## src/rtl/led_pat_pkg.sv

```systemverilog
`default_nettype none
// ============================================================================
// Module : led_pat_pkg
// Brief  : Mode codes, converge-ring patterns and per-mode set/successor rules
// Rev    : 1.0  initial release
// ============================================================================
package led_pat_pkg;

    typedef enum logic [1:0] {
        MODE_DOT  = 2'd0,
        MODE_FILL = 2'd1,
        MODE_CONV = 2'd2
    } mode_e;

    localparam logic [7:0] CONV_P0 = 8'b1000_0001;
    localparam logic [7:0] CONV_P1 = 8'b0100_0010;
    localparam logic [7:0] CONV_P2 = 8'b0010_0100;
    localparam logic [7:0] CONV_P3 = 8'b0001_1000;

    localparam logic [2:0] STREAK_MAX = 3'd7;

    function automatic logic in_set_0(input logic [7:0] p);
        logic [3:0] ones;
        ones = 4'd0;
        for (int i = 0; i < 8; i++) begin
            ones = ones + {3'd0, p[i]};
        end
        return (ones == 4'd1);
    endfunction

    function automatic logic [7:0] succ_0(input logic [7:0] p);
        return {p[6:0], p[7]};
    endfunction

    // 2^k-1 has no bit in common with its increment; 8'hFF wraps to 0 and also qualifies
    function automatic logic in_set_1(input logic [7:0] p);
        return ((p & (p + 8'd1)) == 8'd0);
    endfunction

    function automatic logic [7:0] succ_1(input logic [7:0] p);
        return (p == 8'hFF) ? 8'h00 : {p[6:0], 1'b1};
    endfunction

    function automatic logic in_set_2(input logic [7:0] p);
        return (p == CONV_P0) || (p == CONV_P1) || (p == CONV_P2) || (p == CONV_P3);
    endfunction

    function automatic logic [7:0] succ_2(input logic [7:0] p);
        logic [7:0] n;
        case (p)
            CONV_P0: n = CONV_P1;
            CONV_P1: n = CONV_P2;
            CONV_P2: n = CONV_P3;
            CONV_P3: n = CONV_P0;
            default: n = p;
        endcase
        return n;
    endfunction

    function automatic logic in_any_set(input logic [7:0] p);
        return in_set_0(p) || in_set_1(p) || in_set_2(p);
    endfunction

endpackage
`default_nettype wire

```

## src/rtl/led_interval_classifier.sv

```systemverilog
`default_nettype none
// ============================================================================
// Module : led_interval_classifier
// Brief  : Times clocks between LED steps and classifies them into a Select code
// Rev    : 1.0  initial release
// ============================================================================
module led_interval_classifier
    import led_pat_pkg::*;
#(
    parameter int CNT_W   = 26,
    parameter int DIV0    = 25000000,
    parameter int DIV1    = 12500000,
    parameter int DIV2    = 6250000,
    parameter int DIV3    = 3125000,
    parameter int TOL     = 2,
    parameter int TIMEOUT = 50000000
) (
    input  logic       clk,
    input  logic       reset,
    input  logic       step,
    input  logic       timeout_clr,
    output logic [1:0] sel_out,
    output logic       sel_valid,
    output logic       timeout
);

    localparam logic [CNT_W-1:0] CNT_MAX   = '1;
    localparam logic [CNT_W-1:0] CNT_ONE   = CNT_W'(1);
    localparam logic [CNT_W-1:0] TIMEOUT_V = CNT_W'(TIMEOUT);

    logic [CNT_W-1:0] count_q, count_d;
    logic             no_ref_q, no_ref_d;
    logic             last_match_q, last_match_d;
    logic [1:0]       sel_q, sel_d;
    logic             sel_valid_q, sel_valid_d;

    logic [3:0]       w_hit;
    logic [1:0]       w_code;

    for (genvar i = 0; i < 4; i++) begin : g_code
        localparam int DIV_I = (i == 0) ? DIV0 : (i == 1) ? DIV1 : (i == 2) ? DIV2 : DIV3;
        localparam logic [CNT_W:0] LO = (DIV_I > TOL) ? (CNT_W+1)'(DIV_I - TOL) : '0;
        localparam logic [CNT_W:0] HI = (CNT_W+1)'(DIV_I + TOL);
        assign w_hit[i] = ({1'b0, count_q} >= LO) && ({1'b0, count_q} <= HI);
    end

    // A step in the same cycle always masks the stall condition
    assign timeout = !step && (count_q == TIMEOUT_V);

    always_comb begin
        w_code = 2'd0;
        for (int i = 3; i >= 0; i--) begin
            if (w_hit[i]) begin
                w_code = 2'(i);
            end
        end
    end

    always_comb begin
        count_d      = (count_q == CNT_MAX) ? count_q : count_q + CNT_ONE;
        no_ref_d     = no_ref_q;
        last_match_d = last_match_q;
        sel_d        = sel_q;
        sel_valid_d  = sel_valid_q;
        if (step) begin
            count_d = CNT_ONE;
            if (no_ref_q) begin
                no_ref_d = 1'b0;
            end else if (|w_hit) begin
                sel_d        = w_code;
                sel_valid_d  = last_match_q && (sel_q == w_code);
                last_match_d = 1'b1;
            end else begin
                sel_valid_d  = 1'b0;
                last_match_d = 1'b0;
            end
        end else if (timeout || timeout_clr) begin
            no_ref_d     = 1'b1;
            sel_valid_d  = 1'b0;
            last_match_d = 1'b0;
        end
    end

    always_ff @(posedge clk or negedge reset) begin
        if (!reset) begin
            count_q      <= '0;
            no_ref_q     <= 1'b1;
            last_match_q <= 1'b0;
            sel_q        <= 2'd0;
            sel_valid_q  <= 1'b0;
        end else begin
            count_q      <= count_d;
            no_ref_q     <= no_ref_d;
            last_match_q <= last_match_d;
            sel_q        <= sel_d;
            sel_valid_q  <= sel_valid_d;
        end
    end

    assign sel_out   = sel_q;
    assign sel_valid = sel_valid_q;

endmodule
`default_nettype wire

```

## src/rtl/led_pattern_decoder.sv

```systemverilog
`default_nettype none
// ============================================================================
// Module : led_pattern_decoder
// Brief  : Recovers pattern MODE and Select code from an observed 8-bit LED bus
// Rev    : 1.0  initial release
// ============================================================================
module led_pattern_decoder
    import led_pat_pkg::*;
#(
    parameter int CNT_W   = 26,
    parameter int DIV0    = 25000000,
    parameter int DIV1    = 12500000,
    parameter int DIV2    = 6250000,
    parameter int DIV3    = 3125000,
    parameter int TOL     = 2,
    parameter int LOCK_N  = 4,
    parameter int TIMEOUT = 50000000
) (
    input  logic       clk,
    input  logic       reset,
    input  logic [7:0] LED,
    output logic       step_pulse,
    output logic [1:0] mode_out,
    output logic       mode_valid,
    output logic [1:0] sel_out,
    output logic       sel_valid,
    output logic       err_pulse
);

    localparam logic [2:0] LOCK_V = 3'(LOCK_N);

    logic [7:0]      led_q, led_d;
    logic [7:0]      led_prev_q, led_prev_d;
    logic [2:0][2:0] streak_q, streak_d;
    mode_e           mode_q, mode_d;
    logic            mode_valid_q, mode_valid_d;
    logic            step_pulse_q, step_pulse_d;
    logic            err_pulse_q, err_pulse_d;

    logic            w_step;
    logic            w_timeout;
    logic [2:0]      w_succ_hit;

    assign w_step = (led_q != led_prev_q);

    assign w_succ_hit[0] = in_set_0(led_prev_q) && (led_q == succ_0(led_prev_q));
    assign w_succ_hit[1] = in_set_1(led_prev_q) && (led_q == succ_1(led_prev_q));
    assign w_succ_hit[2] = in_set_2(led_prev_q) && (led_q == succ_2(led_prev_q));

    led_interval_classifier #(
        .CNT_W   (CNT_W),
        .DIV0    (DIV0),
        .DIV1    (DIV1),
        .DIV2    (DIV2),
        .DIV3    (DIV3),
        .TOL     (TOL),
        .TIMEOUT (TIMEOUT)
    ) u_interval (
        .clk         (clk),
        .reset       (reset),
        .step        (w_step),
        .timeout_clr (1'b0),
        .sel_out     (sel_out),
        .sel_valid   (sel_valid),
        .timeout     (w_timeout)
    );

    always_comb begin
        led_d        = LED;
        led_prev_d   = led_q;
        streak_d     = streak_q;
        mode_d       = mode_q;
        mode_valid_d = mode_valid_q;
        step_pulse_d = w_step;
        err_pulse_d  = w_step && !in_any_set(led_q);
        if (w_step) begin
            for (int m = 0; m < 3; m++) begin
                if (!w_succ_hit[m] || err_pulse_d) begin
                    streak_d[m] = 3'd0;
                end else if (streak_q[m] != STREAK_MAX) begin
                    streak_d[m] = streak_q[m] + 3'd1;
                end
            end
            // Descending scan so the lowest locked mode index is the one kept
            mode_valid_d = 1'b0;
            for (int m = 2; m >= 0; m--) begin
                if (streak_d[m] >= LOCK_V) begin
                    mode_valid_d = 1'b1;
                    mode_d       = mode_e'(m[1:0]);
                end
            end
        end else if (w_timeout) begin
            streak_d     = '0;
            mode_valid_d = 1'b0;
        end
    end

    always_ff @(posedge clk or negedge reset) begin
        if (!reset) begin
            led_q        <= 8'd0;
            led_prev_q   <= 8'd0;
            streak_q     <= '0;
            mode_q       <= MODE_DOT;
            mode_valid_q <= 1'b0;
            step_pulse_q <= 1'b0;
            err_pulse_q  <= 1'b0;
        end else begin
            led_q        <= led_d;
            led_prev_q   <= led_prev_d;
            streak_q     <= streak_d;
            mode_q       <= mode_d;
            mode_valid_q <= mode_valid_d;
            step_pulse_q <= step_pulse_d;
            err_pulse_q  <= err_pulse_d;
        end
    end

    assign step_pulse = step_pulse_q;
    assign mode_out   = mode_q;
    assign mode_valid = mode_valid_q;
    assign err_pulse  = err_pulse_q;

endmodule
`default_nettype wire
```

## config.mk

```make
export PLATFORM = sky130hd
export DESIGN_NAME = led_pattern_decoder
export DESIGN_NICKNAME = d
export VERILOG_FILES = /design/src/rtl/led_pat_pkg.sv /design/src/rtl/led_interval_classifier.sv /design/src/rtl/led_pattern_decoder.sv
export SDC_FILE = /design/constraint.sdc
export NUM_CORES = 1
export LEC_CHECK = 0
export CORE_UTILIZATION = 62
export CTS_BUF_LIST = sky130_fd_sc_hd__clkbuf_16
export DETAILED_ROUTE_END_ITERATION = 10
export MAX_ROUTING_LAYER = met4
export PLACE_DENSITY = 0.89
export SKIP_CTS_REPAIR_TIMING = 1
export SYNTH_ARGS = -nofsm -noshare
export SYNTH_HDL_FRONTEND = slang
export SYNTH_HIERARCHICAL = 1
export SYNTH_SLANG_ARGS = --single-unit
```

## constraint.sdc

```tcl
create_clock -name clk -period 5.3 [get_ports clk]
set_input_delay 1.06 -clock clk [delete_from_list [all_inputs] [get_ports clk]]
set_output_delay 1.06 -clock clk [all_outputs]
set_load 0.02 [all_outputs]
```

# Word-level counts from Yosys, hierarchy flattened
# Index checks and enable logic that the tools add are counted.
# word_totals
register_bits	61
in_bits	10
output_inout_bits	8
word_cells	140
# op_classes
addsub	20
magnitude_cmp	11
eq_ne	23
muxes	35
bitwise_logic	3
reduce_logical	34
# op_table
operator	n
== test 26 bit, second input constant	2
2-to-1 mux 26 bit	2
adder 4 x 1 -> 4 bit	8
case mux 8 bit (4 select lines)	1
2-to-1 mux 3 bit	9
adder 26 x 1 -> 26 bit, second input constant	1
>= comparator 26 x 22 -> 1 bit, second input constant	1
>= comparator 26 x 23 -> 1 bit, second input constant	1
>= comparator 26 x 24 -> 1 bit, second input constant	1
>= comparator 26 x 25 -> 1 bit, second input constant	1
less-or-equal comparator 26 x 22 -> 1 bit, second input constant	1
less-or-equal comparator 26 x 23 -> 1 bit, second input constant	1
less-or-equal comparator 26 x 24 -> 1 bit, second input constant	1
less-or-equal comparator 26 x 25 -> 1 bit, second input constant	1
== test 8 bit	3
== test 8 bit, second input constant	3
2-to-1 mux 9 bit	2
adder 8 x 1 -> 8 bit, second input constant	2
AND 8 bit	2
== test 8 x 5 -> 1 bit, second input constant	2
== test 8 x 6 -> 1 bit, second input constant	2
== test 8 x 7 -> 1 bit, second input constant	2
logical NOT 8 bit	2
2-to-1 mux 2 bit	7
21 further kinds	68

# Logic depth before layout (Yosys ltp)
# Gate-level depths: netlist of the first run.
# depth
word_depth	20
ltp_mapped	15
depth_no_buf	14

# Modules after synthesis
# The synthesis of the first run kept the hierarchy.
# by_module_without_submodules
mod	n_inst	cells_each	area_per_inst_um2	seq_area_each_um2
led_pattern_decoder	1	226	2168.3	750.7
led_interval_classifier	1	255	2129.5	777.0

# Worst setup path before layout of the first run
# OpenSTA, ideal clock, no wires.
# synth_timing
path_type	flip-flop to flip-flop
start	register led_q[0], in the netlist led_prev_d[0]
end	register mode_valid_q, in the netlist mode_valid
setup_time_ns	0.129
t_arrival_ns	4.096
required_ns	5.171
path_slack_ns	1.075
path_stages_with_launch	16
n_path_buf	1
period_less_slack_ns	4.225
cell_sequence	dfrtp_1 > clkbuf_1 > inv_1 > fa_1 > fa_1 > fa_1 > inv_1 > ha_1 > inv_1 > fa_1 > o211ai_1 > a21oi_1 > a41o_1 > nor3_1 > nor4_1 > a2111o_1
# synth_via
elab_chain_len	20
elab_cells_between_ends	51
classes_between	8 x add/sub; 3 x order compare; 9 x eq/ne; 10 x mux; 1 x bitwise; 20 x reduce/logical
# synth_rtl
element	line	source
from (decl)	led_pattern_decoder.sv:32	logic [7:0] led_q, led_d;
from (signal assigned)	led_pattern_decoder.sv:108	led_q <= led_d;
adder 1 x 1 -> 2 bit	led_pat_pkg.sv:26	ones = ones + {3'd0, p[i]};
adder 2 x 1 -> 3 bit	led_pat_pkg.sv:26	
adder 3 x 1 -> 4 bit	led_pat_pkg.sv:26	
adder 4 x 1 -> 4 bit (4 in a row)	led_pat_pkg.sv:26	
== test 4 x 1 -> 1 bit	led_pat_pkg.sv:28	return (ones == 4'd1);
logical OR 1 bit (2 in a row)	led_pat_pkg.sv:61	return in_set_0(p) || in_set_1(p) || in_set_2(p);
logical NOT 1 bit	led_pattern_decoder.sv:75	err_pulse_d = w_step && !in_any_set(led_q);
logical AND 1 bit	led_pattern_decoder.sv:75	
logical OR 1 bit	led_pattern_decoder.sv:78	if (!w_succ_hit[m] || err_pulse_d) begin
2-to-1 mux 3 bit	led_pattern_decoder.sv:78	
2-to-1 mux 3 bit	led_pattern_decoder.sv:76	if (w_step) begin
>= comparator 3 bit	led_pattern_decoder.sv:87	if (streak_d[m] >= LOCK_V) begin
2-to-1 mux 1 bit (3 in a row)	led_pattern_decoder.sv:87	
2-to-1 mux 1 bit	led_pattern_decoder.sv:76	
to (signal assigned)	led_pattern_decoder.sv:112	mode_valid_q <= mode_valid_d;
to (decl)	led_pattern_decoder.sv:36	logic mode_valid_q, mode_valid_d;
# Several ways; a longest one is shown, not always the timed one. The select of a mux whose other input is x is not followed.
# A chain may end at the register's enable or synchronous reset.

# Final worst setup path of the first run
# layout_timing
start	register led_q[0], in the netlist led_prev_d[0]
end	register mode_q[1], in the netlist mode_out[1]
# layout_via
elab_chain_len	18
elab_cells_between_ends	48
classes_between	8 x add/sub; 3 x order compare; 9 x eq/ne; 8 x mux; 1 x bitwise; 19 x reduce/logical
# layout_rtl
element	line	source
adder 1 x 1 -> 2 bit	led_pat_pkg.sv:26	
adder 2 x 1 -> 3 bit	led_pat_pkg.sv:26	
adder 3 x 1 -> 4 bit	led_pat_pkg.sv:26	
adder 4 x 1 -> 4 bit (4 in a row)	led_pat_pkg.sv:26	
== test 4 x 1 -> 1 bit	led_pat_pkg.sv:28	
logical OR 1 bit (2 in a row)	led_pat_pkg.sv:61	
logical NOT 1 bit	led_pattern_decoder.sv:75	
logical AND 1 bit	led_pattern_decoder.sv:75	
logical OR 1 bit	led_pattern_decoder.sv:78	
2-to-1 mux 3 bit	led_pattern_decoder.sv:78	
2-to-1 mux 3 bit	led_pattern_decoder.sv:76	
>= comparator 3 bit	led_pattern_decoder.sv:87	
nonzero test 3 bit (no line) / 2-to-1 mux 2 bit (equally long branches)	-	
AND reduction 2 bit (no line) / 2-to-1 mux 2 bit (equally long branches)	-	
to (signal assigned)	led_pattern_decoder.sv:111	mode_q <= mode_d;
to (decl)	led_pattern_decoder.sv:35	mode_e mode_q, mode_d;
# Several ways; a longest one is shown, not always the timed one. The select of a mux whose other input is x is not followed.

==> results.json, run 1 <==
{
  "crit_arrival_ps": 4680,
  "cap_violations": 0,
  "rows": 29,
  "syn_area_um2": 4300,
  "viasPerCell": 6.47,
  "cp.required_ps": 5480,
  "wl_per_cell_um": 18.1,
  "synthTopCellsByCount": "dfrtp_1 (60), nor2_1 (46), nand2_1 (37), inv_1 (36), xnor2_1 (23)",
  "p_per_area_nw_per_um2": 249,
  "path_clk_slew_ps": 60,
  "fp.dieW_um": 85.3,
  "synth.top_cell.area_share": 0.349,
  "grt_pass1_wl_um": 17300,
  "numCtsBuffers": 9,
  "drc": 0,
  "grt_overflow_total": 0,
  "track_usage": 0.313,
  "antenna_found_initial": 0,
  "fin_tns_setup_ps": 0,
  "antenna_cells": 0,
  "power_leakage_nw": 1.95,
  "grt_pass1_vias": 3538,
  "synth_cell_types": 69,
  "synth_fp_nets": 521,
  "min_period_over_period": 0.850,
  "h-tree-depth": 3,
  "start_kind": "register",
  "io_buffers": 17,
  "yosys_warnings": 6,
  "max_freq_mhz": 222,
  "num-nets-final": 518,
  "root_buffer": "clkbuf_16",
  "rsz0062_at_grt": "false",
  "synthFlopType": "dfrtp_1",
  "design.die.area_um2": 7270,
  "synth.most_common_cell": "dfrtp_1",
  "hold_viol_final": 0,
  "cp_slowest_cell": "nor4_1",
  "synth_cells": 481,
  "core_um2": 6530,
  "gp_congestion": 0.950,
  "fin_util": 0.718,
  "cts_tree": "built",
  "post-place-ws_ps": 844,
  "drtPass1Iterations": 7,
  "maxSlewHeadroom": 0.243,
  "cts.sinks": 61,
  "boundaryPins": 18,
  "layout_setup_ws_ps": 795,
  "worst_pin_slew_ps": 1130,
  "synthArstFlopShare": 1.00,
  "yosys.area.top_type": "dfrtp_1",
  "ant_nets": 0,
  "slowest_delay_ps": 640,
  "endpoint_kind": "register",
  "worst_hold_path_type": "register to register",
  "drive_gt1_frac": 0.0704,
  "setup_violations": 0,
  "synth_seq_cells": 61,
  "ys_seq_area_frac": 0.355,
  "dpl_cell_area_um2": 4410,
  "synth_edf_count": 0,
  "synth_area_per_cell_um2": 8.94,
  "clock_latency_ps": 330,
  "routed_wl_um": 10100,
  "start_util": 0.658,
  "die_h_um": 85.3,
  "outcome": "completed",
  "slew_violations": 0,
  "cts_buffer_depth": 2,
  "fin_area_um2": 4690,
  "syn2layout_area_growth_pct": 9.11,
  "holdWs_ps": 502,
  "fin_skew_ps": 9.76,
  "n_fill_cell": 486,
  "path_class": "register to register",
  "path_max_fanout": 10,
  "drtIter0Drc": 276,
  "grt_max_degree": 37,
  "vias": 3621,
  "post-route-min-period_ps": 4500,
  "cpMostUsedCell": "fa_1",
  "place_hpwl_um": 7120,
  "vdd_drop_max_uv": 170,
  "path_cells": "inv_1, fa_1, fa_1, fa_1, inv_1, ha_1, inv_1, fa_1, a211o_1, a21oi_1, a41o_1, nor3_1, nor4_1, o31ai_1",
  "yosys-top-cells-area": "dfrtp_1 (35%), ha_1 (6.4%), xnor2_1 (4.7%)"
}
## layout make-up
| class | instances | area (um2) | share of cell area |
|---|---|---|---|
| flip-flops and latches | 61 | 1530 | 0.326 |
| repair buffers | 19 | 180 | 0.0384 |
| clock buffers | 9 | 225 | 0.0480 |
| well taps | 77 | 96.3 | 0.0205 |
| clock inverters | 7 | 50.0 | 0.0107 |
| multi-input cells | 351 | 2470 | 0.528 |
| inverters | 36 | 135 | 0.0288 |
## worst max-delay path, delay by kind of cell, from the launching register on
family,cells,cell delay (ps)
adder cells (fa/ha/maj),5,2000
AO/OA/AOI/OAI,4,740
AND/OR/NAND/NOR,2,730
flip-flops,1,540
buffers and inverters,3,340
## worst paths after layout
path | from | end | slack [ps] | cells past startpoint
min in group asynchronous | reset | u_interval/count_q[5]$_DFFE_PN0P_ | 780 | 1
max in group asynchronous | reset | u_interval/count_q[0]$_DFFE_PN0P_ | 3660 | 2
min reg2reg | streak_q[2]$_DFFE_PN0P_ | streak_q[2]$_DFFE_PN0P_ | 500 | 1
max reg2reg | led_prev_d[0]$_DFF_PN0_ | mode_out[1]$_DFFE_PN0P_ | 800 | 14
min | streak_q[2]$_DFFE_PN0P_ | streak_q[2]$_DFFE_PN0P_ | 500 | 1
max | led_prev_d[0]$_DFF_PN0_ | mode_out[1]$_DFFE_PN0P_ | 800 | 14
## per-stage QoR
stage	std cells	power, mW
floorplan	481	0.594
global placement	544	0.630
detailed placement	544	0.642
CTS	560	1.18
global route	560	1.22
finish	560	1.17
## per-layer routing
metal  GRT usage  vias to the layer above  wire length, um
met1       0.400                     1731             4380
met5           -                        -                0
met2       0.499                      164             4800
met3      0.0730                       23              749
met4      0.0939                        0              189
li1            -                     1703                -
## flip-flops by register name, indices dropped and copies added, names as in the netlist
signal	cells
u_interval/no_ref_q	1
u_interval/sel_valid	1
u_interval/sel_out	2
u_interval/count_q	26
mode_valid	1
led_prev_q	8
u_interval/last_match_q	1
streak_q	9
step_pulse	1
mode_out	2
led_prev_d	8
err_pulse	1
## logic make-up (layout without fill, tap and decap cells)
kind of cell    Yosys count  count (layout)  share of synthesized area
simple gates            201             201                      0.254
compound gates           79              79                      0.135
buf+inv                  69              71                     0.0687
flops                    61              61                      0.355
xor+xnor                 33              33                     0.0672
fa+ha+maj                30              30                      0.101
mux                       7               7                     0.0169
other cells               1               1                   0.000873
## report_power, final
part           internal [mW]  switching (mW)  leakage [nW]
clock network          0.317           0.217         0.140
registers              0.475          0.0211         0.797
logic                 0.0624          0.0756          1.02
total                  0.855           0.313          1.95
## layout by cell type (no fill, tap or decap), types with 3 or more instances in the layout
cell,n
nor3_1,17
o2111ai_1,5
nor2_1,46
o21ai_1,4
nand3_1,12
fa_1,8
nor4b_1,3
o31ai_1,4
or3_1,10
ha_1,22
xnor2_1,23
nand2b_1,9
xor2_1,10
and3_1,4
a21oi_1,15
or4_1,6
clkinv_2,3
a211o_1,4
o211ai_1,3
clkdlybuf4s50_1,16
a211oi_1,3
nand2_1,37
inv_1,36
dfrtp_1,60
nand4_1,19
a22o_1,4
clkinv_4,3
nor4_1,16
clkbuf_16,9
nand4b_1,3
mux2i_1,5
o21ai_0,16
Note: power is estimated with default switching activity, not from simulation.
==> run 2, diff against run 1 <==
Settings changed: CORE_UTILIZATION 62 to 56, PLACE_DENSITY 0.89 to 0.85.
Clock period 5.3 ns to 3.9 ns, I/O delays scaled along.
==> results.json, run 2 (synthesis gave the netlist of run 1 again) <==
{
  "path_class": "register to register",
  "drtIter0Drc": 335,
  "min_period_over_period": 1.04,
  "grt_pass1_wl_um": 17200,
  "wl_per_cell_um": 18.4,
  "cts_buffer_depth": 2,
  "rsz0062_at_grt": "true",
  "drtPass1Iterations": 5,
  "slew_violations": 0,
  "grt_pass1_vias": 3481,
  "grt_overflow_total": 0,
  "pwr-share-clk": 0.488,
  "track_usage": 0.292,
  "internal_power_mw": 1.39,
  "antenna_cells": 0,
  "ant_nets": 0,
  "p_switching_mw": 0.442,
  "syn2layout_area_growth_pct": 16.8,
  "die_h_um": 89.6,
  "p_per_area_nw_per_um2": 365,
  "hold_viol_final": 0,
  "clock_latency_ps": 330,
  "drc": 0,
  "cap_violations": 0,
  "cp.required_ps": 4110,
  "path_max_fanout": 4,
  "cts.sinks": 61,
  "worst_hold_path_type": "register to register",
  "worst_pin_slew_ps": 1160,
  "layout_setup_ws_ps": -140,
  "reg_top3": "u_interval/count_q x26, streak_q x9",
  "root_buffer": "clkbuf_16",
  "gp_congestion": 0.922,
  "violations": "negative setup slack",
  "final_common_cell": "dfrtp_1",
  "maxSlewHeadroom": 0.219,
  "dpl_cell_area_um2": 4560,
  "start_kind": "register",
  "cts_tree": "built",
  "post-place-ws_ps": -209,
  "routed_wl_um": 11100,
  "layoutNonFillerInstCount": 600,
  "start_util": 0.586,
  "io_buffers": 17,
  "fin_skew_ps": 9.43,
  "regMostFlops": "u_interval/count_q",
  "antenna_found_initial": 0,
  "post-route-min-period_ps": 4040,
  "seqPwrFrac": 0.360,
  "rows": 31,
  "fp.dieW_um": 89.6,
  "vdd_drop_max_uv": 206,
  "vias": 3821,
  "endpoint_kind": "register",
  "power.total_mw": 1.83,
  "h-tree-depth": 3,
  "setup_violations": 6,
  "post-place-cells": 579,
  "max_freq_mhz": 248,
  "holdWs_ps": 479,
  "numCtsBuffers": 9,
  "design.die.area_um2": 8030,
  "grt_max_degree": 36,
  "drive_gt1_frac": 0.140,
  "place_hpwl_um": 7520,
  "boundaryPins": 18,
  "fin_area_um2": 5020,
  "p_sw_frac": 0.241,
  "largest_reg_flops": 26,
  "p_comb_frac": 0.152,
  "power_leakage_nw": 2.08,
  "viasPerCell": 6.37,
  "core_um2": 7330,
  "num-nets-final": 536,
  "outcome": "finished, violations left",
  "path_clk_slew_ps": 50,
  "final_cell_mix": "dfrtp_1 (60), nor2_1 (45), nand2_1 (37)",
  "crit_arrival_ps": 4250
}
## run 2: cell count changes in the layout (fill, tap and decap cells not counted), sizes merged
cell    previous run  this run
buf                3        21
clkinv             6         2
bufinv             0         3
inv               37        38
## run 2: path summary, 6_finish.rpt
path | startpoint | end | slack [ps] | depth (start not counted)
worst max-delay path | led_prev_q[0]$_DFF_PN0_ | mode_out[0]$_DFFE_PN0P_ | -140 | 14
min in group asynchronous | reset | led_prev_q[3]$_DFF_PN0_ | 520 | 1
worst min-delay path | u_interval/no_ref_q$_DFFE_PN1P_ | u_interval/no_ref_q$_DFFE_PN1P_ | 480 | 2
worst max register to register | led_prev_q[0]$_DFF_PN0_ | mode_out[0]$_DFFE_PN0P_ | -140 | 14
max in group asynchronous | reset | u_interval/count_q[16]$_DFFE_PN0P_ | 2500 | 2
worst min register to register | u_interval/no_ref_q$_DFFE_PN1P_ | u_interval/no_ref_q$_DFFE_PN1P_ | 480 | 2
## run 2: power by group through the flow
stage / Sequential (mW) / Clock (mW) / Combinational (mW)
2_1_floorplan: 0.670 / 0 / 0.147
3_3_place_gp: 0.668 / 0 / 0.208
3_5_place_dp: 0.668 / 0 / 0.224
4_1_cts: 0.658 / 0.909 / 0.230
5_1_grt: 0.660 / 0.937 / 0.307
6_report: 0.659 / 0.894 / 0.279
## run 2: per-stage QoR
stage,utilization,TNS (ps)
after floorplan,-,-54.8
after global placement,0.622,-48.5
after detailed placement,0.622,-911
after CTS,0.668,-1330
after global routing,0.685,-1410
final,0.685,-459
## run 2: routing by layer
layer,vias up,share of wire,track usage
li1,1738,-,-
met1,1877,0.42,0.366
met2,173,0.50,0.472
met3,33,0.063,0.0594
met4,0,0.024,0.0996
met5,-,0,-
## run 2: critical path, cell delays in order (launching register included)
cell and delay (ps):
dfrtp_1 400, fa_1 540, inv_1 50, fa_1 490, fa_1 410, inv_1 70
ha_2 180, inv_2 40, fa_2 340, a211o_1 280, a21oi_1 150, or4b_4 510
nor4_4 230, buf_4 170, o31ai_2 50
## run 2: layout make-up
class,instances,area (um2)
sequential,61,1530
clock inverter,7,106
inverter,36,135
multi-input combinational,351,2570
fill,534,2310
tap,99,124
timing repair buffer,37,328
clock buffer,9,225
